===== src/rtl/costas_loop_filter.sv =====
`default_nettype none
// ============================================================================
// Module   : costas_loop_filter
// Purpose  : Feedback end of a BPSK Costas loop. Integrates-and-dumps the
//            baseband I/Q mixer products over one symbol of ACC_LEN samples,
//            forms the phase error sign(I)*Q and filters it through a
//            saturating proportional-integral loop filter. One signed
//            phase-increment correction word is emitted per symbol for the
//            NCO. There is no backpressure.
//
// Ports    : clk             - system clock, all logic on the rising edge
//            rst             - synchronous active-high reset
//            i_tdata         - signed in-phase mixer output (WIDTH)
//            q_tdata         - signed quadrature mixer output (WIDTH)
//            iq_tvalid       - sample strobe, one sample accepted per high cycle
//            feedback_tdata  - signed phase-increment correction (WIDTH)
//            feedback_tvalid - one-cycle pulse per symbol
//            lock            - lock indicator (constant 0 unless enabled)
//
// Options  : COSTAS_LOCK_DETECT_EN - compiles the lock detector. Without it
//            no detector logic exists and lock is tied low.
//
// Pipeline : stage 1 accumulate/dump, stage 2 phase error, stage 3 PI filter.
//            Last sample accepted at cycle N -> feedback_tvalid at cycle N+3.
//
// Revision : 1.0 - initial release
// ============================================================================
module costas_loop_filter #(
    parameter int WIDTH    = 16,
    parameter int ACC_LOG2 = 4,
    parameter int KP_SHIFT = 2,
    parameter int KI_SHIFT = 6
) (
    input  logic                    clk,
    input  logic                    rst,
    input  logic signed [WIDTH-1:0] i_tdata,
    input  logic signed [WIDTH-1:0] q_tdata,
    input  logic                    iq_tvalid,
    output logic signed [WIDTH-1:0] feedback_tdata,
    output logic                    feedback_tvalid,
    output logic                    lock
);

    // Accumulator width: ACC_LEN samples of WIDTH bits can never overflow.
    localparam int c_AW = WIDTH + ACC_LOG2;

    localparam logic [ACC_LOG2-1:0]    c_CNT_LAST = {ACC_LOG2{1'b1}};
    localparam logic signed [WIDTH-1:0] c_MAX_W   = {1'b0, {(WIDTH-1){1'b1}}};
    localparam logic signed [WIDTH-1:0] c_MIN_W   = {1'b1, {(WIDTH-1){1'b0}}};

    // Clamp a WIDTH+1 bit sum back into WIDTH bits. Overflow is visible as a
    // disagreement between the two top bits of the wider value.
    function automatic logic signed [WIDTH-1:0] sat_w(input logic signed [WIDTH:0] x);
        if (x[WIDTH] != x[WIDTH-1]) begin
            return x[WIDTH] ? c_MIN_W : c_MAX_W;
        end
        return x[WIDTH-1:0];
    endfunction

    // ------------------------------------------------------------------------
    // Stage 1: integrate and dump
    // ------------------------------------------------------------------------
    logic [ACC_LOG2-1:0]    cnt_q,    cnt_d;
    logic signed [c_AW-1:0] acc_i_q,  acc_i_d;
    logic signed [c_AW-1:0] acc_q_q,  acc_q_d;
    logic signed [c_AW-1:0] dump_i_q, dump_i_d;
    logic signed [c_AW-1:0] dump_q_q, dump_q_d;
    logic                   v1_q,     v1_d;

    logic signed [c_AW-1:0] w_i_ext;
    logic signed [c_AW-1:0] w_q_ext;
    logic signed [c_AW-1:0] w_sum_i;
    logic signed [c_AW-1:0] w_sum_q;

    assign w_i_ext = {{ACC_LOG2{i_tdata[WIDTH-1]}}, i_tdata};
    assign w_q_ext = {{ACC_LOG2{q_tdata[WIDTH-1]}}, q_tdata};
    assign w_sum_i = acc_i_q + w_i_ext;
    assign w_sum_q = acc_q_q + w_q_ext;

    always_comb begin
        cnt_d    = cnt_q;
        acc_i_d  = acc_i_q;
        acc_q_d  = acc_q_q;
        dump_i_d = dump_i_q;
        dump_q_d = dump_q_q;
        v1_d     = 1'b0;
        if (iq_tvalid) begin
            cnt_d = cnt_q + ACC_LOG2'(1);
            if (cnt_q == c_CNT_LAST) begin
                // The dump includes the current sample; the accumulators
                // restart from zero so the next sample opens a fresh symbol.
                dump_i_d = w_sum_i;
                dump_q_d = w_sum_q;
                acc_i_d  = '0;
                acc_q_d  = '0;
                v1_d     = 1'b1;
            end else begin
                acc_i_d  = w_sum_i;
                acc_q_d  = w_sum_q;
            end
        end
    end

    always_ff @(posedge clk) begin
        if (rst) begin
            cnt_q    <= '0;
            acc_i_q  <= '0;
            acc_q_q  <= '0;
            dump_i_q <= '0;
            dump_q_q <= '0;
            v1_q     <= 1'b0;
        end else begin
            cnt_q    <= cnt_d;
            acc_i_q  <= acc_i_d;
            acc_q_q  <= acc_q_d;
            dump_i_q <= dump_i_d;
            dump_q_q <= dump_q_d;
            v1_q     <= v1_d;
        end
    end

    // ------------------------------------------------------------------------
    // Stage 2: BPSK phase error err = sign(I) * mean(Q)
    // ------------------------------------------------------------------------
    logic signed [WIDTH-1:0] err_q, err_d;
    logic                    v2_q,  v2_d;

    logic signed [WIDTH-1:0] w_mean_q;
    logic signed [WIDTH-1:0] w_neg_mean;

    // Arithmetic shift by ACC_LOG2 followed by truncation to WIDTH bits is
    // exactly this slice of the dump register.
    assign w_mean_q   = dump_q_q[c_AW-1:ACC_LOG2];
    // Only the most-negative mean cannot be negated in WIDTH bits.
    assign w_neg_mean = (w_mean_q == c_MIN_W) ? c_MAX_W : -w_mean_q;

    // The fractional bits of the Q dump only feed the optional lock detector.
    logic w_unused_dump_q_lsbs;
    assign w_unused_dump_q_lsbs = ^dump_q_q[ACC_LOG2-1:0];

    always_comb begin
        err_d = err_q;
        v2_d  = v1_q;
        if (v1_q) begin
            // Zero in-phase dump is treated as positive.
            err_d = dump_i_q[c_AW-1] ? w_neg_mean : w_mean_q;
        end
    end

    always_ff @(posedge clk) begin
        if (rst) begin
            err_q <= '0;
            v2_q  <= 1'b0;
        end else begin
            err_q <= err_d;
            v2_q  <= v2_d;
        end
    end

    // ------------------------------------------------------------------------
    // Stage 3: saturating PI loop filter
    // ------------------------------------------------------------------------
    logic signed [WIDTH-1:0] integ_q, integ_d;
    logic signed [WIDTH-1:0] fb_data_q, fb_data_d;
    logic                    fb_valid_q, fb_valid_d;

    logic signed [WIDTH-1:0] w_ki_term;
    logic signed [WIDTH-1:0] w_kp_term;
    logic signed [WIDTH:0]   w_integ_sum;
    logic signed [WIDTH-1:0] w_integ_next;
    logic signed [WIDTH:0]   w_out_sum;
    logic signed [WIDTH-1:0] w_out;

    // Arithmetic shifts round toward minus infinity.
    assign w_ki_term    = err_q >>> KI_SHIFT;
    assign w_kp_term    = err_q >>> KP_SHIFT;
    assign w_integ_sum  = {integ_q[WIDTH-1], integ_q} + {w_ki_term[WIDTH-1], w_ki_term};
    assign w_integ_next = sat_w(w_integ_sum);
    // The proportional path uses the already-updated integrator value.
    assign w_out_sum    = {w_kp_term[WIDTH-1], w_kp_term} + {w_integ_next[WIDTH-1], w_integ_next};
    assign w_out        = sat_w(w_out_sum);

    always_comb begin
        integ_d    = integ_q;
        fb_data_d  = fb_data_q;
        fb_valid_d = v2_q;
        if (v2_q) begin
            integ_d   = w_integ_next;
            fb_data_d = w_out;
        end
    end

    always_ff @(posedge clk) begin
        if (rst) begin
            integ_q    <= '0;
            fb_data_q  <= '0;
            fb_valid_q <= 1'b0;
        end else begin
            integ_q    <= integ_d;
            fb_data_q  <= fb_data_d;
            fb_valid_q <= fb_valid_d;
        end
    end

    assign feedback_tdata  = fb_data_q;
    assign feedback_tvalid = fb_valid_q;

    // ------------------------------------------------------------------------
    // Optional lock detector
    // ------------------------------------------------------------------------
`ifdef COSTAS_LOCK_DETECT_EN
    logic           good_q,     good_d;
    logic [3:0]     lock_cnt_q, lock_cnt_d;
    logic           lock_q,     lock_d;

    logic [c_AW:0]   w_di_x;
    logic [c_AW:0]   w_dq_x;
    logic [c_AW:0]   w_abs_i;
    logic [c_AW:0]   w_abs_q;
    logic            w_good;

    // Magnitudes need one extra bit so the most-negative dump is representable.
    assign w_di_x  = {dump_i_q[c_AW-1], dump_i_q};
    assign w_dq_x  = {dump_q_q[c_AW-1], dump_q_q};
    assign w_abs_i = dump_i_q[c_AW-1] ? -w_di_x : w_di_x;
    assign w_abs_q = dump_q_q[c_AW-1] ? -w_dq_x : w_dq_x;
    // A symbol is good when |I| > 2|Q|; the doubling is a one-bit left shift.
    assign w_good  = {1'b0, w_abs_i} > {w_abs_q, 1'b0};

    always_comb begin
        good_d     = v1_q ? w_good : good_q;
        lock_cnt_d = lock_cnt_q;
        lock_d     = lock_q;
        if (v2_q) begin
            if (good_q) begin
                lock_cnt_d = (lock_cnt_q == 4'hF) ? 4'hF : lock_cnt_q + 4'd1;
            end else begin
                lock_cnt_d = 4'd0;
            end
            // Count >= 8 is exactly bit 3 of the 4-bit counter.
            lock_d = lock_cnt_d[3];
        end
    end

    always_ff @(posedge clk) begin
        if (rst) begin
            good_q     <= 1'b0;
            lock_cnt_q <= 4'd0;
            lock_q     <= 1'b0;
        end else begin
            good_q     <= good_d;
            lock_cnt_q <= lock_cnt_d;
            lock_q     <= lock_d;
        end
    end

    assign lock = lock_q;
`else
    assign lock = 1'b0;
`endif

endmodule
`default_nettype wire


===== config.mk =====
export PLATFORM = sky130hd
export DESIGN_NAME = costas_loop_filter
export DESIGN_NICKNAME = d
export VERILOG_FILES = /design/src/rtl/costas_loop_filter.sv
export SDC_FILE = /design/constraint.sdc
export NUM_CORES = 1
export LEC_CHECK = 0
export ABC_CLOCK_PERIOD_IN_PS = 6900
export CAP_MARGIN = 20
export CORE_MARGIN = 5
export CORE_UTILIZATION = 42
export CTS_BUF_LIST = sky130_fd_sc_hd__clkbuf_4
export DETAILED_ROUTE_END_ITERATION = 6
export GPL_TIMING_DRIVEN = 0
export HOLD_SLACK_MARGIN = 0.1
export SYNTH_ARGS = -nofsm -noshare
export SYNTH_HDL_FRONTEND = slang
export SYNTH_SLANG_ARGS = --single-unit

===== constraint.sdc =====
create_clock -name clk -period 6.9 [get_ports clk]
set_input_delay 0.69 -clock clk [delete_from_list [all_inputs] [get_ports clk]]
set_output_delay 0.69 -clock clk [all_outputs]
set_load 0.01 [all_outputs]

=== After elaboration in Yosys (flattened, before gate mapping) ===
Cells that the tools add are included.
W data, S select, Z words.

* Register bits: 135
* Word-level logic and storage cells: 37
* Input bits: 35

* Add/sub/neg operators: 6
* Reductions and logical operators: 2
* Eq/ne operators: 4
* Bitwise gates (word level): 1
* Multiplexer cells: 13

{| class="wikitable"
|+ Operators with widths
! kind !! count
|-
| $mux W16 || 8
|-
| $add A20 B16 Y20 || 2
|-
| $mux W20 || 2
|-
| $add A14 B16 Y17 || 1
|-
| $add A16 B10 Y17 || 1
|-
| $eq A16 B16 Y1 const B || 1
|-
| $neg A16 Y16 || 1
|-
| $add A4 B1 Y4 const B || 1
|-
| $eq A4 B4 Y1 const B || 1
|-
| $mux W1 || 3
|-
| $ne A1 B1 Y1 || 2
|-
| $reduce_and A2 Y1 || 1
|-
| $reduce_or A2 Y1 || 1
|-
| $not A1 Y1 || 1
|}

=== Longest topological paths before layout ===
Gate-level depths: netlist of run 1.

* Depth after elaboration: 8
* Depth in mapped cells: 23
* Depth with buffers taken out: 21

=== Worst setup path before layout of run 1 ===
Ideal clock, no wire load.

* Path type: reg2reg
* Start point: register err_q[15]
* End point: register fb_data_q[0] (netlist: feedback_tdata[0])
* Path slack: 2,044 ps
* Clock period less this slack: 4,856 ps
* Data arrival time: 4,716 ps
* Buffers on the path: 3
* Cell stages (with the launch flop): 21
* Path through: dfxtp_1 ha_1 buf_2 a21oi_1 o21ai_0 a2111oi_0 nor3_2 nor2_1 buf_2 nor2_1 ha_1 fa_1 a21oi_1 o2111ai_1 a21oi_1 o31ai_2 a31oi_2 buf_2 nor4_1 a31oi_1 a31oi_1

* Longest elaborated chain between the ends: 8

{| class="wikitable"
|+ RTL lines
! element !! RTL line !! RTL
|-
| start: declaration || 125 || <nowiki>logic signed [WIDTH-1:0] err_q, err_d;</nowiki>
|-
| start signal: assignment || 155 || <nowiki>err_q <= err_d;</nowiki>
|-
| $add A16 B10 Y17 * || 177 || <nowiki>assign w_integ_sum = {integ_q[WIDTH-1], integ_q} + {w_ki_term[WIDTH-1], w_ki_term};</nowiki>
|-
| $mux W16 / $ne A1 B1 Y1 (equally long branches) || 55, 54 ||
|-
| $mux W16 / $mux W1 (equally long branches) || 54 || <nowiki>if (x[WIDTH] != x[WIDTH-1]) begin</nowiki>
|-
| $mux W16 * || 57 || <nowiki>return x[WIDTH-1:0];</nowiki>
|-
| net w_integ_next[0] || 170 || <nowiki>logic signed [WIDTH-1:0] w_integ_next;</nowiki>
|-
| $add A14 B16 Y17 * || 180 || <nowiki>assign w_out_sum = {w_kp_term[WIDTH-1], w_kp_term} + {w_integ_next[WIDTH-1], w_integ_next};</nowiki>
|-
| $mux W16 / $ne A1 B1 Y1 (equally long branches) || 55, 54 ||
|-
| $mux W16 / $mux W1 (equally long branches) || 54 ||
|-
| $mux W16 * || 57 ||
|-
| end signal: assignment || 200 || <nowiki>fb_data_q <= fb_data_d;</nowiki>
|-
| end: declaration || 164 || <nowiki>logic signed [WIDTH-1:0] fb_data_q, fb_data_d;</nowiki>
|}

The timed path passes the listed nets; every way through them passes the cells marked *. The select of a mux whose other input is x is not followed.
A chain may end at the register's enable or synchronous reset.

=== Final worst setup path of run 1 ===
Ends and elaborated chain as after synthesis.

==> results of run 1 <==
## metal layers
metal | GRT usage (%) | vias up
li1 | - | 3564
met1 | 25.1 | 3224
met2 | 32.2 | 99
met3 | 3.30 | 23
met4 | 4.27 | 0
met5 | 0 | -
## worst max-delay path by stage
stage | from | to | slack, ps
2_1_floorplan | err_q[15] | feedback_tdata[0] | 2040
3_3_place_gp | err_q[15] | feedback_tdata[0] | 740
3_5_place_dp | err_q[15] | feedback_tdata[0] | 640
4_1_cts | err_q[15] | feedback_tdata[0] | 610
5_1_grt | err_q[15] | feedback_tdata[0] | 180
6_report | err_q[15] | feedback_tdata[0] | 790
## placed cells by master, fill, tap and decap left out, types with 29 or more instances in the layout
master	count
ha_1	71
nor2_1	113
xnor2_1	38
a21o_1	29
nand2_1	77
clkdlybuf4s50_1	50
a21oi_1	72
o21ai_0	53
dfxtp_1	110
xor2_1	34
clkbuf_1	38
## cell families after synthesis
logic type      Yosys count
mux                       1
compound gates          296
xor+xnor                 72
other cells               1
fa+ha+maj                91
simple gates            302
flops                   110
buf+inv                  74
## report_power, final
group | internal, mW | switching, mW
combinational | 0.168 | 0.209
clock | 0.108 | 0.227
sequential | 0.670 | 0.0194
total | 0.947 | 0.455
## what timing repair did
action                                  4_1_cts  5_1_grt
buffers inserted                              0        0
resized for setup                             0        1
endpoints found under the setup margin        0        2
## stage by stage
| step | worst slack (ps) | total power [mW] |
|---|---|---|
| detailed placement | 636 | 1.08 |
| global route | 176 | 1.49 |
| global placement | 739 | 1.08 |
| finish | 794 | 1.40 |
| CTS | 609 | 1.42 |
| floorplan | 2040 | 0.985 |
## critical path, stage by stage, from the launching register on
cell and delay [ps]:
dfxtp_1 710, ha_1 400, a21oi_1 240, o21ai_0 230, a2111oi_0 540, nor3_2 170
nor2_2 430, buf_2 340, nor2_1 100, ha_1 230, fa_1 420, a21oi_1 200
o2111ai_1 200, a21oi_1 340, o31ai_2 140, a31oi_2 510, buf_2 340, nor4_1 80
a31oi_1 240, a31oi_1 110
## cell type report
type                    count  area, um2
diodes                      1       2.50
plain buffers              48        199
clock buffers               9       67.6
clock inverters             6       63.8
fillers                  1836       9410
inverters                  26       97.6
multi-input cells         763       5260
flip-flops and latches    110       2200
well taps                 229        287
repair buffers             50        500
## registers in the layout, indices dropped and copies added (netlist names)
register         count
acc_i_q             20
acc_q_q             20
cnt_q                4
dump_i_q             1
dump_q_q            16
err_q               14
fb_valid_d           1
feedback_tdata      16
feedback_tvalid      1
integ_q             16
v1_q                 1
==> metrics.md, run 1 <==
| Metric | Value |
|---|---|
| FF+latch count, synth | 110 |
| CTS Buffer Depth | 2 |
| Final min period | 6110 ps |
| Final Hold Viols | 0 |
| Sequential fraction of the synthesis area | 28.4% |
| Vias/cell | 5.56 |
| Setup tns final | 0 ps |
| Synth warnings | 0 |
| Worst hold margin | 477 ps |
| Post-synth EDFFs | 0 |
| GPL Wtd Cong | 0.853 |
| Top FF cell, synth | dfxtp_1 |
| CP endpoint kind | register |
| CP max FO | 11 |
| Yosys top cell area share | 28.4% |
| Pleak | 3.48 nW |
| Hold path cells | 2 |
| Drt pass-1 iters | 4 |
| Worst-Margin Slew | 812 ps |
| Final wirelength | 20000 um |
| Remaining antenna violation count | 0 |
| Root buf cell | clkbuf_4 |
| Ports | 53 |
| Core area | 18100 um2 |
| Gr usage total | 18.9% |
| Wl on met1 | 9580 um |
| DRC | 0 |
| Slew Limit Headroom | 45.9% |
| First-pass GRT wire length | 33500 um |
| Max-cap violations | 0 |
| Area after DPL | 8540 um2 |
| Count leader, synth | nor2_1 |
| Die area | 21300 um2 |
| Crit start category | register |
| Clock sinks | 110 |
| Syn Area/Cell | 8.19 um2 |
| Main combinational cell family by area after synthesis | compound AO/OA/AOI/OAI gates |
| CTS clk-pin slew, worst paths | 170 ps |
| Final Setup Violations | 0 |
| Fin cells | 1242 |
| Die width | 146 um |
| VDD IR-drop max | 0.0000816 V |
| Met3 Wirelength | 539 um |
| Synth Area in Simple Gates | 18.7% |
| Mux cell area share after synthesis | 0.129% |
| Asr flop ratio synth | 0% |
| Post-synth top cells | nor2_1 (114), dfxtp_1 (110), nand2_1 (77) |
| Reg2reg path depth | 19 |
| Flop-to-flop setup slack | 790 ps |
| Synth Instances | 947 |
| Hold_sp | acc_i_q[13] |
| Adder-cell share of the synthesized area | 14.6% |
| Final instance area | 8680 um2 |
| Hold buffer count at CTS | 0 |
| Compound-Gate Fraction of Synth Area | 26.2% |
| Post-layout net count | 1118 |
| Wire length per cell | 16.1 um |
| Most area-consuming cells after synthesis | dfxtp_1 (28%), ha_1 (11%), nor2_1 (5.5%) |
| Largest net degree at the start of global routing | 18 |
| CTS Buf Count | 9 |
| RSZ-0062 raised after global routing | false |
| Total number of vias | 6910 |
| P per Cell Area | 162 nW/um2 |
| Netlist cell types | 70 |
| Worst skew pair latency | 490 ps |
| Synth Area in XOR/XNOR | 8.13% |
| Crit path DAT | 6470 ps |
| Congestion Overflow GR | 0 |
| Fmax | 164 MHz |
| Post-route core utilization | 48.0% |
| Synth area leader | dfxtp_1 |
| Final max-slew violation count | 0 |
| Final Skew | 12.3 ps |
| Period utilization | 88.5% |
| Syn nets | 1057 |
| DR WL met2 | 9510 um |
| Outcome | finished clean |
| Worst Hold Class | register to register |
| Initial DRC Count | 320 |
| PortBufs | 50 |
| # H-tree levels | 3 |
| Starting Density | 42.9% |
| Initial antenna violation count | 1 |
| Die Ht | 146 um |
| TritonCTS clock tree | built |
| FF-to-FF Start | err_q[15] |
| Final HPWL DP | 15400 um |
| Rows | 49 |
| Share of cells above drive strength 1 | 4.94% |
| FF-to-FF End | feedback_tdata[0] |
| Netlist Area Pre-Place | 7750 um2 |
| Synth-to-Final Area Change | 11.9% |
| Required @ worst endpoint | 7260 ps |
| Highest metal used | met4 |
| Vias in the first global route | 6626 |
| Type of the worst setup path | register to register |
| Placed Cells | 1226 |
| WHS Endpoint | acc_i_q[13] |
Power figures use the tool's default switching activity.
==> run 2: changes to the inputs <==
--- a/config.mk
+++ b/config.mk
@@ -13,6 +13,7 @@
 export DETAILED_ROUTE_END_ITERATION = 6
 export GPL_TIMING_DRIVEN = 0
 export HOLD_SLACK_MARGIN = 0.1
+export SKIP_CTS_REPAIR_TIMING = 1
 export SYNTH_ARGS = -nofsm -noshare
 export SYNTH_HDL_FRONTEND = slang
 export SYNTH_SLANG_ARGS = --single-unit
==> results of run 2 <==
The final DEF is identical to that of run 1; final timing and power are the same.
==> patch 1 (config.mk and constraints of run 2) <==
Take the reset off `fb_data_q` and load it in a clocked block of its own.
--- a/src/rtl/costas_loop_filter.sv
+++ b/src/rtl/costas_loop_filter.sv
@@ -194,11 +194,13 @@
         if (rst) begin
             integ_q    <= '0;
-            fb_data_q  <= '0;
             fb_valid_q <= 1'b0;
         end else begin
             integ_q    <= integ_d;
-            fb_data_q  <= fb_data_d;
             fb_valid_q <= fb_valid_d;
         end
+    end
+
+    always_ff @(posedge clk) begin
+        fb_data_q <= fb_data_d;
     end
 
Function: no difference found for any inputs over 10 cycles, from zero or initial values and one cycle with rst high; that may be too few to reach the edited logic, so the function may still have changed.
==> patch 1 against run 2 <==
  * Setup slack got worse by 0.29 ns
  * Count of clock-buffer cells in the layout unchanged
  * Area after synthesis decreased by 4.6%
  * Design area decreased by 4.1%
  * Power increased by 1.9%
  * Sequential cell count unchanged
  * Sequential share of layout area increased by 3.0 points
  * Routed wire length decreased by 12%
==> patch 1: results <==
[layout]
clock_cell_area_share_pct = 1.56
fin_nets = 1063
multi_input_cells = 723
layout-drive-gt1-share_pct = 2.82
multi_input_area_mm2 = 0.00481
seqAreaFraction_pct = 28.4
seq_cell_count = 110
final-nonclk-buf-share_pct = 7.55
n_all_inverters = 28
fill_cells = 1792

[setup_path]
slowest_delay_ns = 0.59
crit_fanout = 10
cpMaxStageDelayCell = "nor4_1"
reg2reg_depth = 22
crit_path_start = "err_q[6]$_SDFFE_PP0P_"
worstPathArrival_ns = 6.67

[placed_design]
dp_slack_ns = 0.388
dp_hpwl_um = 13700
post_dp_cell_area_mm2 = 0.00818

[power]
p_per_area_mw_per_mm2 = 172
comb_power_uw = 392
pwr-share-clk_pct = 23.3
p_leak_nw = 3.45
intPower_uw = 940
p_total_mw = 1.43

[yosys]
synthTopCellsByArea = "dfxtp_1 25%, ha_1 12%, edfxtp_1 6.5%"
synthTopCellsByCount = "107 x nor2_1, 94 x dfxtp_1, 93 x nand2_1, 82 x a21oi_1, 71 x ha_1"
ys_seq_area_share_pct = 31.9
synth_nets = 1002
synth.avg_cell_area_um2 = 8.29
synth_edf_count = 16
synth_compound_area_share_pct = 24.6

[run_status]
status = "complete, no violations"

[timing]
worstMarginPinSlew_ns = 0.799

[global_routing]
grtUsageTotal_pct = 17.5
grt_pass1_vias = 6068

[min_path]
hold_start = "acc_i_q[15]$_SDFFE_PP0P_"

[route]
viasPerCell = 5.38
postRouteWirelength_um = 17500

[clock_network]
insertion_delay_ns = 0.51
==> patch 1: cell types whose count changed after synthesis, moves of 7 or more <==
| cell | change |
|---|---|
| a211oi_2 | -10 |
| a21oi_1 | +10 |
| a22o_1 | +9 |
| clkbuf_1 | -10 |
| dfxtp_1 | -16 |
| edfxtp_1 | +16 |
| maj3_1 | -10 |
| nand2_1 | +16 |
| nor2_1 | -7 |
| o32ai_1 | -7 |
==> patch 1: worst paths after layout <==
kind / slack, ns / end
min: 0.48 / acc_i_q[15]$_SDFFE_PP0P_
max reg2reg: 0.50 / feedback_tdata[3]$_DFFE_PP_
max: 0.50 / feedback_tdata[3]$_DFFE_PP_
min reg2reg: 0.48 / acc_i_q[15]$_SDFFE_PP0P_
==> patch 1: per-layer routing <==
metal,track usage (%),routed length (um),up-vias
met5,0,0,-
met4,5.85,314,0
met3,2.08,453,22
met2,30.0,8320,82
met1,23.0,8390,2907
li1,-,-,3360
==> patch 2 (flow settings as in run 2) <==
Without the edit above. Build with the macro `COSTAS_LOCK_DETECT_EN` defined.
--- a/src/rtl/costas_loop_filter.sv
+++ b/src/rtl/costas_loop_filter.sv
@@ -26,4 +26,6 @@
 // Revision : 1.0 - initial release
 // ============================================================================
+`define COSTAS_LOCK_DETECT_EN
+
 module costas_loop_filter #(
     parameter int WIDTH    = 16,
Function: same outputs for any inputs over 10 cycles, from zero or initial values and one cycle with rst high; that may be too few to reach the edited logic, so the function may still have changed.
==> patch 2 against run 2 <==
  * Power up 32%
  * Global-route usage grew 1.8 points
  * Design area is 27% higher
  * Setup slack got worse by 0.086 ns
  * Routed wire length up 38%
  * Count of clock-buffer cells in the layout increased by 11
  * Area after synthesis rose by 27%
  * Sequential cell count up 28
  * Critical endpoint is now feedback_tdata[3]$_SDFFE_PP0P_
  * Largest cell class unchanged
  * Largest power group unchanged
==> patch 2: results <==
[clock_network]
clockRootBuffer = "clkbuf_4"
cts_buffer_depth = 2
path_clk_slew_ns = 0.13
htreeDepth = 4
numCtsBuffers = 17
insertion_delay_ns = 0.56

[layout]
antennaDiodeCount = 0
layoutNonFillerInstCount = 1614
fin_nets = 1415
areaGrowthSynthToFinish_pct = 12.2
layout-drive-gt1-share_pct = 5.10
fill_cells = 2356

[route]
drtPass1Iterations = 5
initialDrtViolationCount = 590
vias = 9022
wl_per_cell_um = 17.0

[yosys]
synth_nets = 1346
yosys_warnings = 0
synth_flop_cell = "dfxtp_1"
synthTopCellsByCount = "138 x dfxtp_1, 117 x nand2_1, 117 x nor2_1, 108 x a21oi_1, 94 x ha_1"
synthTopCellsByArea = "dfxtp_1 28%, ha_1 12%, a21oi_1 5.5%"
ys_seq_area_share_pct = 28.1
synthCells = 1213
netlist_area_mm2 = 0.00985
synthDistinctLibCells = 63

[placed_design]
routabilityCongestion = 0.861
dp_hpwl_um = 21400
port_buffers = 50
dp_slack_ns = 0.786

[setup_path]
r2r_setup_slack_ns = 0.71
crit_fanout = 11
slowest_delay_ns = 0.69
reg2reg_depth = 18
worstPathArrival_ns = 6.64
cpMaxStageDelayCell = "dfxtp_1"
cpLargestDelayFamily = "compound AO/OA/AOI/OAI gates"

[global_routing]
grt_max_degree = 17
grt_pass1_wl_um = 44600
grt_pass1_vias = 8557
antenna_found_initial = 0
grtUsageTotal_pct = 20.7

[timing]
maxSlewHeadroom_pct = 47.6
fin_hold_ws_ns = 0.477
fmax_mhz = 161
skew_ns = 0.0259
setup_tns_ns = 0

[power]
p_leak_nw = 4.50
ir_drop_mv = 0.130

[min_path]
hold_path_class = "flop to flop"
hold_depth = 2

[run_status]
status = "complete, no violations"

[run]
maxCapViolCount = 0
[patch 2: changes by cell type after synthesis, moves of 17 or more]
cell | before | now
dfxtp_1 | 110 | 138
xnor2_1 | 38 | 55
ha_1 | 71 | 94
o21ai_0 | 53 | 79
a21oi_1 | 72 | 108
clkbuf_1 | 38 | 58
nand2_1 | 77 | 117
xor2_1 | 34 | 58
[patch 2: cell families after synthesis]
kind of cell    synth area share, %
mux                           0.521
flops                          28.1
other cells                  0.0381
fa+ha+maj                      14.5
buf+inv                        3.58
compound gates                 25.5
simple gates                   17.5
xor+xnor                       10.3
[patch 2: area by class of cell]
cell class | count | area share, %
buffer | 62 | 2.17
multi-input combinational | 983 | 60.9
sequential | 138 | 25.0
tap | 319 | 3.61
clock inverter | 12 | 1.35
inverter | 30 | 1.02
timing repair buffer | 50 | 4.53
clock buffer | 20 | 1.36
[patch 2: worst paths after layout]
check / to / from
setup / recovery: feedback_tdata[3]$_SDFFE_PP0P_ / err_q[15]$_SDFFE_PP0P_
hold / removal: acc_i_q[12]$_SDFFE_PP0P_ / acc_i_q[12]$_SDFFE_PP0P_
hold reg to reg: acc_i_q[12]$_SDFFE_PP0P_ / acc_i_q[12]$_SDFFE_PP0P_
setup reg to reg: feedback_tdata[3]$_SDFFE_PP0P_ / err_q[15]$_SDFFE_PP0P_
[patch 2: where the power goes]
| group | internal [mW] | switching, mW | total, mW |
|---|---|---|---|
| registers | 0.833 | 0.0221 | 0.855 |
| clock network | 0.262 | 0.318 | 0.579 |
| logic | 0.182 | 0.240 | 0.422 |
[patch 2: layer usage]
metal	track usage [%]	vias to the layer above	share of wire [%]
met5	0	-	0
li1	-	4565	-
met2	33.0	206	45
met1	29.1	4216	49
met4	5.18	0	2.0
met3	3.68	35	4.6
